## src/rtl/button_conditioner_if.sv

```systemverilog
// Button conditioner bus: raw key inputs and mode clear in, conditioned levels, strobes and edit mode out.
interface button_conditioner_if;
  logic       key_add_n;
  logic       key_state_n;
  logic       mode_clr;
  logic       add_level;
  logic       state_level;
  logic       add_pulse;
  logic       state_pulse;
  logic [1:0] mode;

  modport master (
    output key_add_n, key_state_n, mode_clr,
    input  add_level, state_level, add_pulse, state_pulse, mode
  );

  modport slave (
    input  key_add_n, key_state_n, mode_clr,
    output add_level, state_level, add_pulse, state_pulse, mode
  );
endinterface

```

## src/rtl/button_conditioner.sv

```systemverilog
// Debounces the ADD/STATE keys into levels, press strobes and a 2-bit edit mode.
// Define AUTO_REPEAT_EN to add hold-to-repeat strobes on ADD.
module button_conditioner #(
  parameter int unsigned CLK_HZ          = 50_000_000,
  parameter int unsigned DEBOUNCE_MS     = 20,
  parameter int unsigned REPEAT_DELAY_MS = 500,
  parameter int unsigned REPEAT_RATE_MS  = 100
) (
  input  logic                 clk50,
  input  logic                 reset_n,
  button_conditioner_if.slave  bus
);

  localparam int unsigned CYC_PER_MS = CLK_HZ / 1000;
  localparam int unsigned DB_CYC     = CYC_PER_MS * DEBOUNCE_MS;
  localparam int unsigned RD_CYC     = CYC_PER_MS * REPEAT_DELAY_MS;
  localparam int unsigned RR_CYC     = CYC_PER_MS * REPEAT_RATE_MS;
  localparam int unsigned DB_W       = $clog2(DB_CYC + 1);

  if (DB_CYC < 2 || RD_CYC < 2 || RR_CYC < 2) begin : g_cfg_check
    $error("button_conditioner: derived cycle counts must be at least 2");
  end

  // Bit 0 = ADD, bit 1 = STATE
  logic [1:0]            sync1_q, sync2_q;
  logic [1:0]            level_q, level_d;
  logic [1:0]            prev_q;
  logic [1:0]            pulse_q, pulse_d;
  logic [1:0][DB_W-1:0]  cnt_q, cnt_d;
  logic [1:0]            mode_q, mode_d;

  always_ff @(posedge clk50 or negedge reset_n) begin
    if (!reset_n) begin
      sync1_q <= '0;
      sync2_q <= '0;
      level_q <= '0;
      prev_q  <= '0;
      pulse_q <= '0;
      cnt_q   <= '0;
      mode_q  <= '0;
    end else begin
      sync1_q <= ~{bus.key_state_n, bus.key_add_n};
      sync2_q <= sync1_q;
      level_q <= level_d;
      prev_q  <= level_q;
      pulse_q <= pulse_d;
      cnt_q   <= cnt_d;
      mode_q  <= mode_d;
    end
  end

  // Level toggles only after DB_CYC consecutive mismatching cycles
  always_comb begin
    level_d = level_q;
    cnt_d   = '0;
    for (int i = 0; i < 2; i++) begin
      if (sync2_q[i] != level_q[i]) begin
        if (cnt_q[i] == DB_W'(DB_CYC - 1)) begin
          level_d[i] = ~level_q[i];
        end else begin
          cnt_d[i] = cnt_q[i] + DB_W'(1);
        end
      end
    end
  end

`ifdef AUTO_REPEAT_EN
  localparam int unsigned RP_MAX = (RD_CYC > RR_CYC) ? RD_CYC : RR_CYC;
  localparam int unsigned RP_W   = $clog2(RP_MAX + 1);

  logic [RP_W-1:0] rep_cnt_q, rep_cnt_d;
  logic            rep_rate_q, rep_rate_d;
  logic            rep_fire;

  always_ff @(posedge clk50 or negedge reset_n) begin
    if (!reset_n) begin
      rep_cnt_q  <= '0;
      rep_rate_q <= 1'b0;
    end else begin
      rep_cnt_q  <= rep_cnt_d;
      rep_rate_q <= rep_rate_d;
    end
  end

  // Runs from the cycle after the press strobe; first period RD_CYC, then RR_CYC
  always_comb begin
    rep_cnt_d  = '0;
    rep_rate_d = 1'b0;
    rep_fire   = 1'b0;
    if (level_q[0] && prev_q[0]) begin
      rep_rate_d = rep_rate_q;
      if (rep_cnt_q == (rep_rate_q ? RP_W'(RR_CYC - 1) : RP_W'(RD_CYC - 1))) begin
        rep_fire   = 1'b1;
        rep_rate_d = 1'b1;
      end else begin
        rep_cnt_d = rep_cnt_q + RP_W'(1);
      end
    end
  end
`endif

  always_comb begin
    pulse_d = level_q & ~prev_q;
`ifdef AUTO_REPEAT_EN
    pulse_d[0] = pulse_d[0] | rep_fire;
`endif
  end

  // Clear wins over a simultaneous STATE strobe
  always_comb begin
    mode_d = mode_q;
    if (bus.mode_clr) begin
      mode_d = '0;
    end else if (pulse_q[1]) begin
      mode_d = mode_q + 2'd1;
    end
  end

  assign bus.add_level   = level_q[0];
  assign bus.state_level = level_q[1];
  assign bus.add_pulse   = pulse_q[0];
  assign bus.state_pulse = pulse_q[1];
  assign bus.mode        = mode_q;

endmodule

```

## src/flat_wrapper.sv

```systemverilog
// flat-port wrapper written by rule: the top's interface ports become plain ports
module button_conditioner_flat 
#(
  parameter int unsigned CLK_HZ          = 50_000_000,
  parameter int unsigned DEBOUNCE_MS     = 20,
  parameter int unsigned REPEAT_DELAY_MS = 500,
  parameter int unsigned REPEAT_RATE_MS  = 100
)
  (clk50, reset_n, bus_key_add_n, bus_key_state_n, bus_mode_clr, bus_add_level, bus_state_level, bus_add_pulse, bus_state_pulse, bus_mode);
  button_conditioner_if bus_i ();
  input  logic clk50;
  input  logic reset_n;
  input wire logic [$bits(bus_i.key_add_n)-1:0] bus_key_add_n;
  input wire logic [$bits(bus_i.key_state_n)-1:0] bus_key_state_n;
  input wire logic [$bits(bus_i.mode_clr)-1:0] bus_mode_clr;
  output wire logic [$bits(bus_i.add_level)-1:0] bus_add_level;
  output wire logic [$bits(bus_i.state_level)-1:0] bus_state_level;
  output wire logic [$bits(bus_i.add_pulse)-1:0] bus_add_pulse;
  output wire logic [$bits(bus_i.state_pulse)-1:0] bus_state_pulse;
  output wire logic [$bits(bus_i.mode)-1:0] bus_mode;
  assign bus_i.key_add_n = bus_key_add_n;
  assign bus_i.key_state_n = bus_key_state_n;
  assign bus_i.mode_clr = bus_mode_clr;
  assign bus_add_level = bus_i.add_level;
  assign bus_state_level = bus_i.state_level;
  assign bus_add_pulse = bus_i.add_pulse;
  assign bus_state_pulse = bus_i.state_pulse;
  assign bus_mode = bus_i.mode;
  button_conditioner #(.CLK_HZ(CLK_HZ), .DEBOUNCE_MS(DEBOUNCE_MS), .REPEAT_DELAY_MS(REPEAT_DELAY_MS), .REPEAT_RATE_MS(REPEAT_RATE_MS)) u_core (.clk50(clk50), .reset_n(reset_n), .bus(bus_i));
endmodule
```

## config.mk

```make
export PLATFORM = sky130hd
export DESIGN_NAME = button_conditioner_flat
export DESIGN_NICKNAME = d
export VERILOG_FILES = /design/src/rtl/button_conditioner_if.sv /design/src/rtl/button_conditioner.sv /design/src/flat_wrapper.sv
export SDC_FILE = /design/constraint.sdc
export NUM_CORES = 1
export LEC_CHECK = 0
export CAP_MARGIN = 20
export CORE_MARGIN = 3
export CORE_UTILIZATION = 64
export CTS_CLUSTER_SIZE = 16
export DETAILED_ROUTE_END_ITERATION = 8
export PLACE_DENSITY = 0.84
export SLEW_MARGIN = 0
export SYNTH_ARGS = -nofsm -noshare
export SYNTH_HDL_FRONTEND = slang
export SYNTH_SLANG_ARGS = --single-unit
```

## constraint.sdc

```tcl
create_clock -name clk50 -period 3.3 [get_ports clk50]
set_input_delay 0.825 -clock clk50 [delete_from_list [all_inputs] [get_ports clk50]]
set_output_delay 0.825 -clock clk50 [all_outputs]
set_load 0.01 [all_outputs]
```

## Word level (Yosys, flattened, before mapping)

Cells that the tools add are included.
W data, S select, Z words.

| storage, ports and cells | value |
|---|---|
| flip-flop bits (word level) | 52 |
| logic and storage cells | 30 |
| RAM bits | 0 |
| memories kept | 0 |
| ROM bits | 0 |
| bits in latches | 0 |

| cells by class | value |
|---|---|
| equal/unequal tests | 4 |
| reduce and logical (&&, ||, !) cells | 3 |
| shift-type cells | 0 |
| order comparisons | 0 |
| div/mod/pow operators | 0 |
| multipliers | 0 |
| bitwise gates (word level) | 5 |
| add/subtract/negate cells | 3 |
| muxes and demuxes | 6 |

Operators with widths:

| operator | count |
|---|---|
| $mux W20 | 4 |
| $add A20 B1 Y20 const B | 2 |
| $eq A20 B20 Y1 const B | 2 |
| $mux W2 | 2 |
| $not A2 Y2 | 2 |
| $reduce_and A2 Y1 | 2 |
| $add A2 B1 Y2 const B | 1 |
| $and A2 B2 Y2 | 1 |
| $ne A1 B1 Y1 | 2 |
| $not A1 Y1 | 2 |
| $reduce_bool A2 Y1 | 1 |

## Depth between registers and ports, before layout

Gate-level depths: netlist of the first run.

| depth | value |
|---|---|
| word-level depth | 3 |
| gate-level depth with buffers | 6 |
| gate-level depth less buffers | 5 |

## Worst setup path before layout of the first run

OpenSTA, ideal clock, no wires.

| timing | value |
|---|---|
| path kind | register to register |
| start point | register u_core.cnt_q[15] (netlist name) |
| end point | register u_core.level_q[0] |
| stages on the path, launching flop included | 5 |
| buffers on the path | 0 |
| slack | 1330 ps |
| data arrival time | 1845 ps |
| period minus slack after synthesis | 1970 ps |
| required time | 3175 ps |
| setup time | 125 ps |
| cell sequence | dfrtp_1 -> or4b_1 -> or4_4 -> nor2_1 -> mux2_2 |

| on the way | value |
|---|---|
| longest elaborated chain between the ends | 2 |

RTL lines:

| element | line | RTL |
|---|---|---|
| start: declaration | button_conditioner.sv:29 | `logic [1:0][DB_W-1:0] cnt_q, cnt_d;` |
| start signal: assignment | button_conditioner.sv:47 | `cnt_q <= cnt_d;` |
| $eq A20 B20 Y1 | button_conditioner.sv:58 | `if (cnt_q[i] == DB_W'(DB_CYC - 1)) begin` |
| $reduce_and A2 Y1 (no line) | - |  |
| end signal: assignment | button_conditioner.sv:44 | `level_q <= level_d;` |
| end: declaration | button_conditioner.sv:26 | `logic [1:0] level_q, level_d;` |

No other way between the ends.
A chain may end at the register's enable or synchronous reset.

==> metrics.yaml, run 1 <==
synthesis:
  synth.avg_cell_area_um2: 10.4
  synth_edf_count: 0
  yosys-top-cells-area: "dfrtp_1 53%, xnor2_1 6.8%, nor2_1 5.9%, xor2_1 5.0%, nand4_1 3.8%"
  syn_inst: 236
  yosys.area.top_type: "dfrtp_1"
  yosysSeqAreaShare: 0.528
  synthFlopType: "dfrtp_1"
  synthesis.area_um2: 2460
  synth_top_cell_area_share: 0.528
  syn_nets: 243
  async_reset_ff_frac: 1.00
  ys_top_cells_by_count: "52 x dfrtp_1, 39 x nor2_1, 19 x xnor2_1, 15 x nand3_1, 15 x nand4_1"
  yosysWarnings: 0
  synth_most_common_cell: "dfrtp_1"
  ys_types: 35
  ys_seq_elements: 52
worst_setup_path:
  cpPeakStageDelay_ps: 630
  cp_num_buf_inv: 0
  path_max_fanout: 20
  crit_type: "register to register"
  cp.required_ps: 3450
  reg2reg_slack_ps: 910
  cp_cell_sequence: "or4b_1 -> or4_4 -> o21ai_2 -> nor2_1"
  critPathSlowestCell: "o21ai_2"
  startpoint_type: "register"
  critical_path.endpoint_type: "register"
  cp.arrival_ps: 2540
  critical-path-top-delay-family: "simple AND/OR/NAND/NOR gates"
power_and_ir_drop:
  leakage_nw: 1.08
  pwr-share-clk: 0.340
  power.internal_w: 0.000825
  swShare: 0.216
  pwr-share-comb: 0.039
  seqPwrFrac: 0.621
  ir_drop_uv: 257
  power_density_nw_per_um2: 394
  p_switching_w: 0.000227
cts:
  root_buffer: "clkbuf_8"
  cts_tree: "yes"
  insertion_delay_ps: 290
  clk_pin_slew_ps: 90
  cts.sinks: 52
  ctsHtreeMaxLevel: 2
  cts_buffers: 5
  cts_hold_buf: 0
  post_cts_buffers: 0
  cts_resized: 0
  max-clock-path-buffers: 2
finish:
  fill_cells: 258
  area_growth_pct: 8.58
  layout.nets: 256
  layout-drive-gt1-share: 0.0800
  instances_no_fill: 296
  diodes: 0
route:
  route.met3.wl_um: 273
  dr.pass1.iters: 5
  wl_met1_um: 2080
  vias_per_cell: 6.00
  drt.antenna.violating_nets: 0
  routed_wirelength_um: 4360
  wire_per_inst_um: 14.7
  vias: 1777
  wl_met2_um: 1990
  route.detailed.drc: 0
  top_layer_used: "met4"
  drtIter0Drc: 177
floorplanning:
  start_util: 0.700
  core-area_um2: 3520
  io_pins: 11
  dieArea_um2: 4630
  rows: 21
  die_h_um: 68.0
  die_w_um: 68.0
flow_run:
  drv_cap: 0
global_route:
  grt_antenna_before_repair: 0
  grt_usage: 0.214
  grt_max_degree: 32
  grt_pass1_vias: 1654
  grt_pass1_wl_um: 7500
  gr-total-overflow: 0
timing:
  clock_skew_ps: 5.11
  worstMarginPinSlew_ps: 1010
  final_hold_viol_count: 0
  setup_viol: 0
  period_share: 0.725
  period_minus_slack_ps: 2390
  final_max_slew_viol_count: 0
  setup_tns_ps: 0
  fmax_ghz: 0.418
  rsz0062_at_grt: "no"
  slew_headroom: 0.323
hold_path:
  hold_class: "register to register"
run_status:
  status: "finished clean"
placement:
  dp_hpwl_um: 3040
  dp_cells: 288
  gp_congestion: 0.871
  io_buffers: 10
[worst paths after layout]
check	cells after the start	endpoint	from
setup / recovery	4	u_core.cnt_q[11]	u_core.cnt_q[15]
hold / removal	0	u_core.sync2_q[1]	u_core.sync1_q[1]
setup reg to reg	4	u_core.cnt_q[11]	u_core.cnt_q[15]
hold reg to reg	0	u_core.sync2_q[1]	u_core.sync1_q[1]
max in group asynchronous	2	u_core.cnt_q[14]	reset_n
min in group asynchronous	1	u_core.cnt_q[35]	reset_n
[placed cells by master, fill, tap and decap left out, types with 7 or more instances in the layout]
cell             count
a21oi_1              7
clkdlybuf4s50_1      9
dfrtp_1             52
inv_1               10
nand2_1              9
nand3_1             15
nand4_1             15
nor2_1              39
nor4_1               8
xnor2_1             19
xor2_1              14
[stage by stage]
step | worst slack (ps) | total power, W | instance area, um^2 | util | hold slack (ps)
6_report | 909 | 0.00105 | 2680 | 0.760 | 357
5_1_grt | 746 | 0.00110 | 2680 | 0.760 | 374
4_1_cts | 891 | 0.00107 | 2680 | 0.760 | 360
3_5_place_dp | 913 | 0.000709 | 2580 | 0.733 | 338
3_3_place_gp | 983 | 0.000707 | 2580 | 0.733 | 336
2_1_floorplan | 1330 | 0.000688 | 2460 | - | 331
[metal layers]
metal  global-route usage  up-vias
met1                0.313      866
met4               0.0521        0
met5                    0        -
li1                     -      854
met2                0.325       55
met3               0.0493        2
[kinds of logic (layout without fill, tap and decap cells)]
logic type / count (synthesis) / count (layout) / synth area share
compound gates: 15 / 15 / 0.0467
xor+xnor: 33 / 33 / 0.117
fa+ha+maj: 2 / 2 / 0.0102
buf+inv: 15 / 29 / 0.0320
flops: 52 / 52 / 0.528
mux: 3 / 3 / 0.0132
simple gates: 116 / 116 / 0.252
[area by class of cell]
type | count | area [um^2] | share of cell area
clock buffer | 6 | 82.6 | 0.0309
clock inverter | 2 | 10.0 | 0.00374
inverter | 10 | 37.5 | 0.0140
multi-input combinational | 169 | 1080 | 0.405
sequential | 52 | 1300 | 0.486
tap | 46 | 57.6 | 0.0215
timing repair buffer | 11 | 103 | 0.0384
[power groups by stage]
stage / Combinational, W / Clock (W) / Sequential, W
after floorplan: 0.0000240 / 0 / 0.000664
after global placement: 0.0000417 / 0 / 0.000666
after detailed placement: 0.0000426 / 0 / 0.000666
after CTS: 0.0000430 / 0.000373 / 0.000653
after global routing: 0.0000481 / 0.000398 / 0.000655
final: 0.0000415 / 0.000358 / 0.000653
[worst reg2reg max path, stage by stage, from the launching register on]
cell and delay, ps:
dfrtp_1 420, or4b_1 530, or4_4 530, o21ai_2 630, nor2_1 130
[registers in the layout, indices dropped and copies added, names as in the netlist]
signal and flops:
u_core.cnt_q 40, u_core.sync1_q 2, u_core.level_q 2, u_core.bus.mode 2, u_core.pulse_q 2, u_core.prev_q 2
u_core.sync2_q 2
No activity file was read; power rests on OpenSTA's default activity.
==> inputs of run 2 (changes only) <==
--- a/config.mk
+++ b/config.mk
@@ -7,10 +7,10 @@
 export LEC_CHECK = 0
 export CAP_MARGIN = 20
 export CORE_MARGIN = 3
-export CORE_UTILIZATION = 64
+export CORE_UTILIZATION = 54
 export CTS_CLUSTER_SIZE = 16
 export DETAILED_ROUTE_END_ITERATION = 8
-export PLACE_DENSITY = 0.84
+export PLACE_DENSITY = 0.75
 export SLEW_MARGIN = 0
 export SYNTH_ARGS = -nofsm -noshare
 export SYNTH_HDL_FRONTEND = slang
==> constraint.sdc (replaced) <==
create_clock -name clk50 -period 2.1 [get_ports clk50]
set_input_delay 0.525 -clock clk50 [delete_from_list [all_inputs] [get_ports clk50]]
set_output_delay 0.525 -clock clk50 [all_outputs]
set_load 0.01 [all_outputs]
==> run 2 against run 1 <==
Die area rose by 17%; fmax rose by 20%; via count rose by 1.2%; wire length rose by 3.3%; critical path depth did not move; first-iteration DRC count fell by 53%; hold slack got worse by 170 ps; sequential share of layout area fell by 3.0 points; utilization fell by 8.1 points; final cell count rose by 5.4%; clock power rose to 2.6 times the previous value; critical path type unchanged; largest cell class unchanged; highest routed layer unchanged.
==> metrics.yaml, run 2 (synthesis gave the netlist of run 1 again) <==
cts:
  insertion_delay_ps: 300
  cts.sinks: 52
  root_buffer: "clkbuf_8"
  cts_buffers: 5
  clk_pin_slew_ps: 90
  max-clock-path-buffers: 2
  ctsHtreeMaxLevel: 2
  cts_tree: "yes"
worst_setup_path:
  critPathSlowestCell: "or4_4"
  path_max_fanout: 2
  critical-path-top-delay-family: "simple AND/OR/NAND/NOR gates"
  cp.required_ps: 2290
  cp.arrival_ps: 2190
  crit_type: "register to register"
  critical_path.endpoint_type: "register"
  startpoint_type: "register"
  cp_num_buf_inv: 0
  cpPeakStageDelay_ps: 540
  cp_cell_sequence: "or4b_1 -> or4_4 -> nor2_2 -> mux2_2"
route:
  vias: 1799
  dr.pass1.iters: 4
  drtIter0Drc: 83
  drt.antenna.violating_nets: 0
  vias_per_cell: 5.77
  wire_per_inst_um: 14.4
  routed_wirelength_um: 4510
  route.detailed.drc: 0
timing:
  fmax_ghz: 0.501
  final_max_slew_viol_count: 0
  final_hold_viol_count: 0
  worstMarginPinSlew_ps: 544
  period_minus_slack_ps: 2000
  setup_viol: 0
  clock_skew_ps: 5.50
  period_share: 0.950
  slew_headroom: 0.634
  worst_slack_ps: 104
  rsz0062_at_grt: "no"
  setup_tns_ps: 0
finish:
  diodes: 0
  final_common_cell: "dfrtp_1"
  layout-drive-gt1-share: 0.126
  instances_no_fill: 312
  layout.nets: 268
  final_cell_mix: "52 x dfrtp_1, 38 x nor2_1, 19 x xnor2_1"
  area_growth_pct: 15.7
  top_register: "u_core.cnt_q"
  largest_reg_flops: 40
flow_run:
  drv_cap: 0
power_and_ir_drop:
  leakage_nw: 1.18
  total_power_w: 0.00203
  power_density_nw_per_um2: 710
  ir_drop_uv: 478
floorplanning:
  start_util: 0.586
  rows: 23
  die_w_um: 73.5
  dieArea_um2: 5410
  core-area_um2: 4200
  io_pins: 11
  die_h_um: 73.5
placement:
  dpl_worst_slack_ps: 91.8
  dp_hpwl_um: 3140
  dp_cells: 304
  io_buffers: 10
  gp_congestion: 0.868
global_route:
  grt_usage: 0.185
  gr-total-overflow: 0
  grt_antenna_before_repair: 0
  grt_pass1_wl_um: 7730
  grt_pass1_vias: 1655
  grt_max_degree: 53
run_status:
  status: "finished clean"
hold_path:
  hold_class: "primary input to async pin"
[run 2: where the power goes]
part	internal, W	switching, W
sequential	0.00101	0.0000133
clock	0.000596	0.000328
combinational	0.0000287	0.0000459
total	0.00164	0.000388
[run 2: routing by layer]
layer	GRT usage	part of all wire
met5	0	0
met4	0.0684	0.014
met2	0.265	0.45
met1	0.270	0.48
met3	0.0492	0.053
[run 2: worst paths after layout]
check | from | end | slack (ps) | cells after the start
max in group asynchronous | reset_n | u_core.cnt_q[30] | 1670 | 2
worst max-delay path | u_core.cnt_q[15] | u_core.level_q[0] | 100 | 4
worst min-delay path | reset_n | u_core.bus.mode[0] | 190 | 2
worst max register to register | u_core.cnt_q[15] | u_core.level_q[0] | 100 | 4
worst min register to register | u_core.sync1_q[0] | u_core.sync2_q[0] | 360 | 0
min in group clk50 | u_core.sync1_q[0] | u_core.sync2_q[0] | 360 | 0
[run 2: repair_timing]
| item | CTS | global route |
|---|---|---|
| hold buffers | 0 | 0 |
| resized for setup | 0 | 1 |
| hold endpoints to repair | 0 | 0 |
| endpoints found under the setup margin | 0 | 1 |
| buffers inserted | 0 | 0 |
[run 2: cell type report]
type | instances | area [um^2]
well taps | 50 | 62.6
flip-flops and latches | 52 | 1300
fillers | 316 | 1350
clock buffers | 5 | 68.8
repair buffers | 23 | 205
inverters | 10 | 37.5
multi-input cells | 169 | 1090
clock inverters | 3 | 90.1
[run 2: metrics by stage]
stage	hold WS (ps)	instance area, um^2	utilization
after floorplan	229	2460	-
after global placement	333	2690	0.640
after detailed placement	337	2690	0.640
after CTS	205	2850	0.678
after global routing	212	2850	0.679
final	188	2850	0.679
==> inputs of run 3 (changes only) <==
--- a/config.mk
+++ b/config.mk
@@ -5,12 +5,15 @@
 export SDC_FILE = /design/constraint.sdc
 export NUM_CORES = 1
 export LEC_CHECK = 0
+export ABC_AREA = 1
 export CAP_MARGIN = 20
 export CORE_MARGIN = 3
-export CORE_UTILIZATION = 54
+export CORE_UTILIZATION = 57
 export CTS_CLUSTER_SIZE = 16
 export DETAILED_ROUTE_END_ITERATION = 8
+export DONT_BUFFER_PORTS = 1
 export PLACE_DENSITY = 0.75
+export SKIP_CTS_REPAIR_TIMING = 1
 export SLEW_MARGIN = 0
 export SYNTH_ARGS = -nofsm -noshare
 export SYNTH_HDL_FRONTEND = slang
==> run 3 against run 2 <==
Critical path depth is 2 higher; via count rose by 19%; synthesized area is 12% higher; utilization decreased by 2.9 points; sequential share of layout area fell by 1.2 points; largest power group unchanged.
==> metrics.yaml, run 3 <==
floorplanning:
  start_util: 0.610
  dieArea_um2: 5690
  core-area_um2: 4500
  die_h_um: 75.4
  io_pins: 11
  rows: 24
  die_w_um: 75.4
synthesis:
  yosysSeqAreaShare: 0.474
  yosysWarnings: 0
  yosys-top-cells-area: "dfrtp_1 47%, nor2_1 11%, nand2_1 8.2%, inv_1 4.8%, nand3_1 4.2%"
  syn_inst: 338
  ys_types: 26
  synth_top_cell_area_share: 0.474
  yosys.area.top_type: "dfrtp_1"
  synthFlopType: "dfrtp_1"
  synth_edf_count: 0
  async_reset_ff_frac: 1.00
  synth_most_common_cell: "nor2_1"
  ys_seq_elements: 52
  ys_top_cells_by_count: "77 x nor2_1, 60 x nand2_1, 52 x dfrtp_1, 35 x inv_1, 23 x nand3_1"
  synth.avg_cell_area_um2: 8.13
  syn_nets: 345
  synthesis.area_um2: 2750
route:
  vias_per_cell: 5.39
  routed_wirelength_um: 5270
  wire_per_inst_um: 13.2
  drtIter0Drc: 175
  dr.pass1.iters: 4
  route.detailed.drc: 0
  drt.antenna.violating_nets: 0
  vias: 2146
timing:
  final_hold_viol_count: 0
  slew_headroom: 0.773
  period_minus_slack_ps: 1550
  fmax_ghz: 0.646
  worstMarginPinSlew_ps: 340
  setup_viol: 0
  clock_skew_ps: 4.77
  hold_slack_ps: 62.1
  rsz0062_at_grt: "no"
  setup_tns_ps: 0
  final_max_slew_viol_count: 0
  period_share: 0.737
cts:
  ctsHtreeMaxLevel: 2
  clk_pin_slew_ps: 90
  root_buffer: "clkbuf_8"
  cts.sinks: 52
  cts_buffers: 5
  cts_tree: "yes"
  max-clock-path-buffers: 2
  insertion_delay_ps: 300
worst_setup_path:
  cp.required_ps: 2290
  critPathSlowestCell: "dfrtp_1"
  critical_path.endpoint_type: "register"
  crit_top_cell: "nand3_2"
  critical-path-top-delay-family: "simple AND/OR/NAND/NOR gates"
  startpoint_type: "register"
  cp.arrival_ps: 1740
  cp_cell_sequence: "ha_1 -> nand3_2 -> nor2_2 -> nand3_2 -> nand2_2 -> nor2_1"
  path_max_fanout: 6
  cp_num_buf_inv: 0
  cpPeakStageDelay_ps: 390
  crit_type: "register to register"
run_status:
  status: "finished clean"
power_and_ir_drop:
  power_density_nw_per_um2: 563
  ir_drop_uv: 383
  leakage_nw: 1.29
finish:
  layout.nets: 353
  diodes: 0
  final_common_cell: "nor2_1"
  layout-drive-gt1-share: 0.136
  final_cell_mix: "77 x nor2_1, 60 x nand2_1, 52 x dfrtp_1"
  largest_reg_flops: 40
  fill_cells: 382
  top_register: "u_core.cnt_q"
  area_growth_pct: 6.47
global_route:
  grt_pass1_vias: 2029
  grt_antenna_before_repair: 0
  gr-total-overflow: 0
  grt_usage: 0.210
  grt_pass1_wl_um: 9140
  grt_max_degree: 53
placement:
  gp_congestion: 0.948
  io_buffers: 0
  dp_hpwl_um: 3930
hold_path:
  hold_class: "primary input to async pin"
flow_run:
  drv_cap: 0
==> run 3: cell count changes in the layout (fill, tap and decap cells not counted), moves of 9 or more <==
cell | previous run | this run
xnor2_1 | 19 | 9
nor2_2 | 1 | 11
nor2_1 | 38 | 77
clkdlybuf4s50_1 | 9 | 0
buf_4 | 12 | 1
inv_1 | 10 | 35
nand4_1 | 15 | 6
nand2_1 | 9 | 60
==> run 3: layout make-up <==
type | instances | area [um^2] | area share
sequential | 52 | 1300 | 0.445
multi-input combinational | 247 | 1300 | 0.444
inverter | 38 | 143 | 0.0488
clock buffer | 5 | 68.8 | 0.0235
tap | 52 | 65.1 | 0.0222
timing repair buffer | 2 | 35.0 | 0.0120
clock inverter | 2 | 12.5 | 0.00428
==> run 3: power by group <==
group,internal (W),switching [W],total [W]
logic,0.0000209,0.0000460,0.0000669
registers,0.00101,0.00000955,0.00102
clock network,0.000227,0.000330,0.000557
==> run 3: path summary, 6_finish.rpt <==
path	startpoint	depth (start not counted)	slack [ps]	endpoint
max	u_core.cnt_q[0]	6	550	u_core.cnt_q[5]
min	reset_n	1	60	u_core.cnt_q[28]
max reg2reg	u_core.cnt_q[0]	6	550	u_core.cnt_q[5]
min reg2reg	u_core.sync1_q[0]	0	360	u_core.sync2_q[0]
max in group asynchronous	reset_n	1	1810	u_core.cnt_q[9]
min in group clk50	bus_key_state_n	1	260	u_core.sync1_q[1]
==> run 3: logic make-up after synthesis <==
logic type | count (synthesis) | share of synthesized area
DFF | 52 | 0.474
xor gates and xnor gates | 22 | 0.0729
AOI/OAI and AO/OA | 15 | 0.0301
adders and majority gates | 2 | 0.00911
buffers and inverters | 39 | 0.0533
and+or+nand+nor | 208 | 0.361
==> run 3: layer usage <==
layer  up-vias  share of wire  wire length, um  track usage
met5         -              0                0            0
met4         0          0.011               59       0.0621
met3         4          0.066              346       0.0396
met2        66           0.43             2250        0.307
met1      1007           0.50             2620        0.318
li1       1069              -                -            -
==> run 3: stage by stage <==
stage	utilization	cells	worst slack, ps	power [W]	instance area, um^2
global placement	0.625	390	646	0.00109	2820
detailed placement	0.625	390	584	0.00109	2820
finish	0.649	398	553	0.00165	2930
floorplan	-	338	857	0.00108	2750
CTS	0.643	397	557	0.00163	2900
global route	0.649	398	448	0.00171	2930
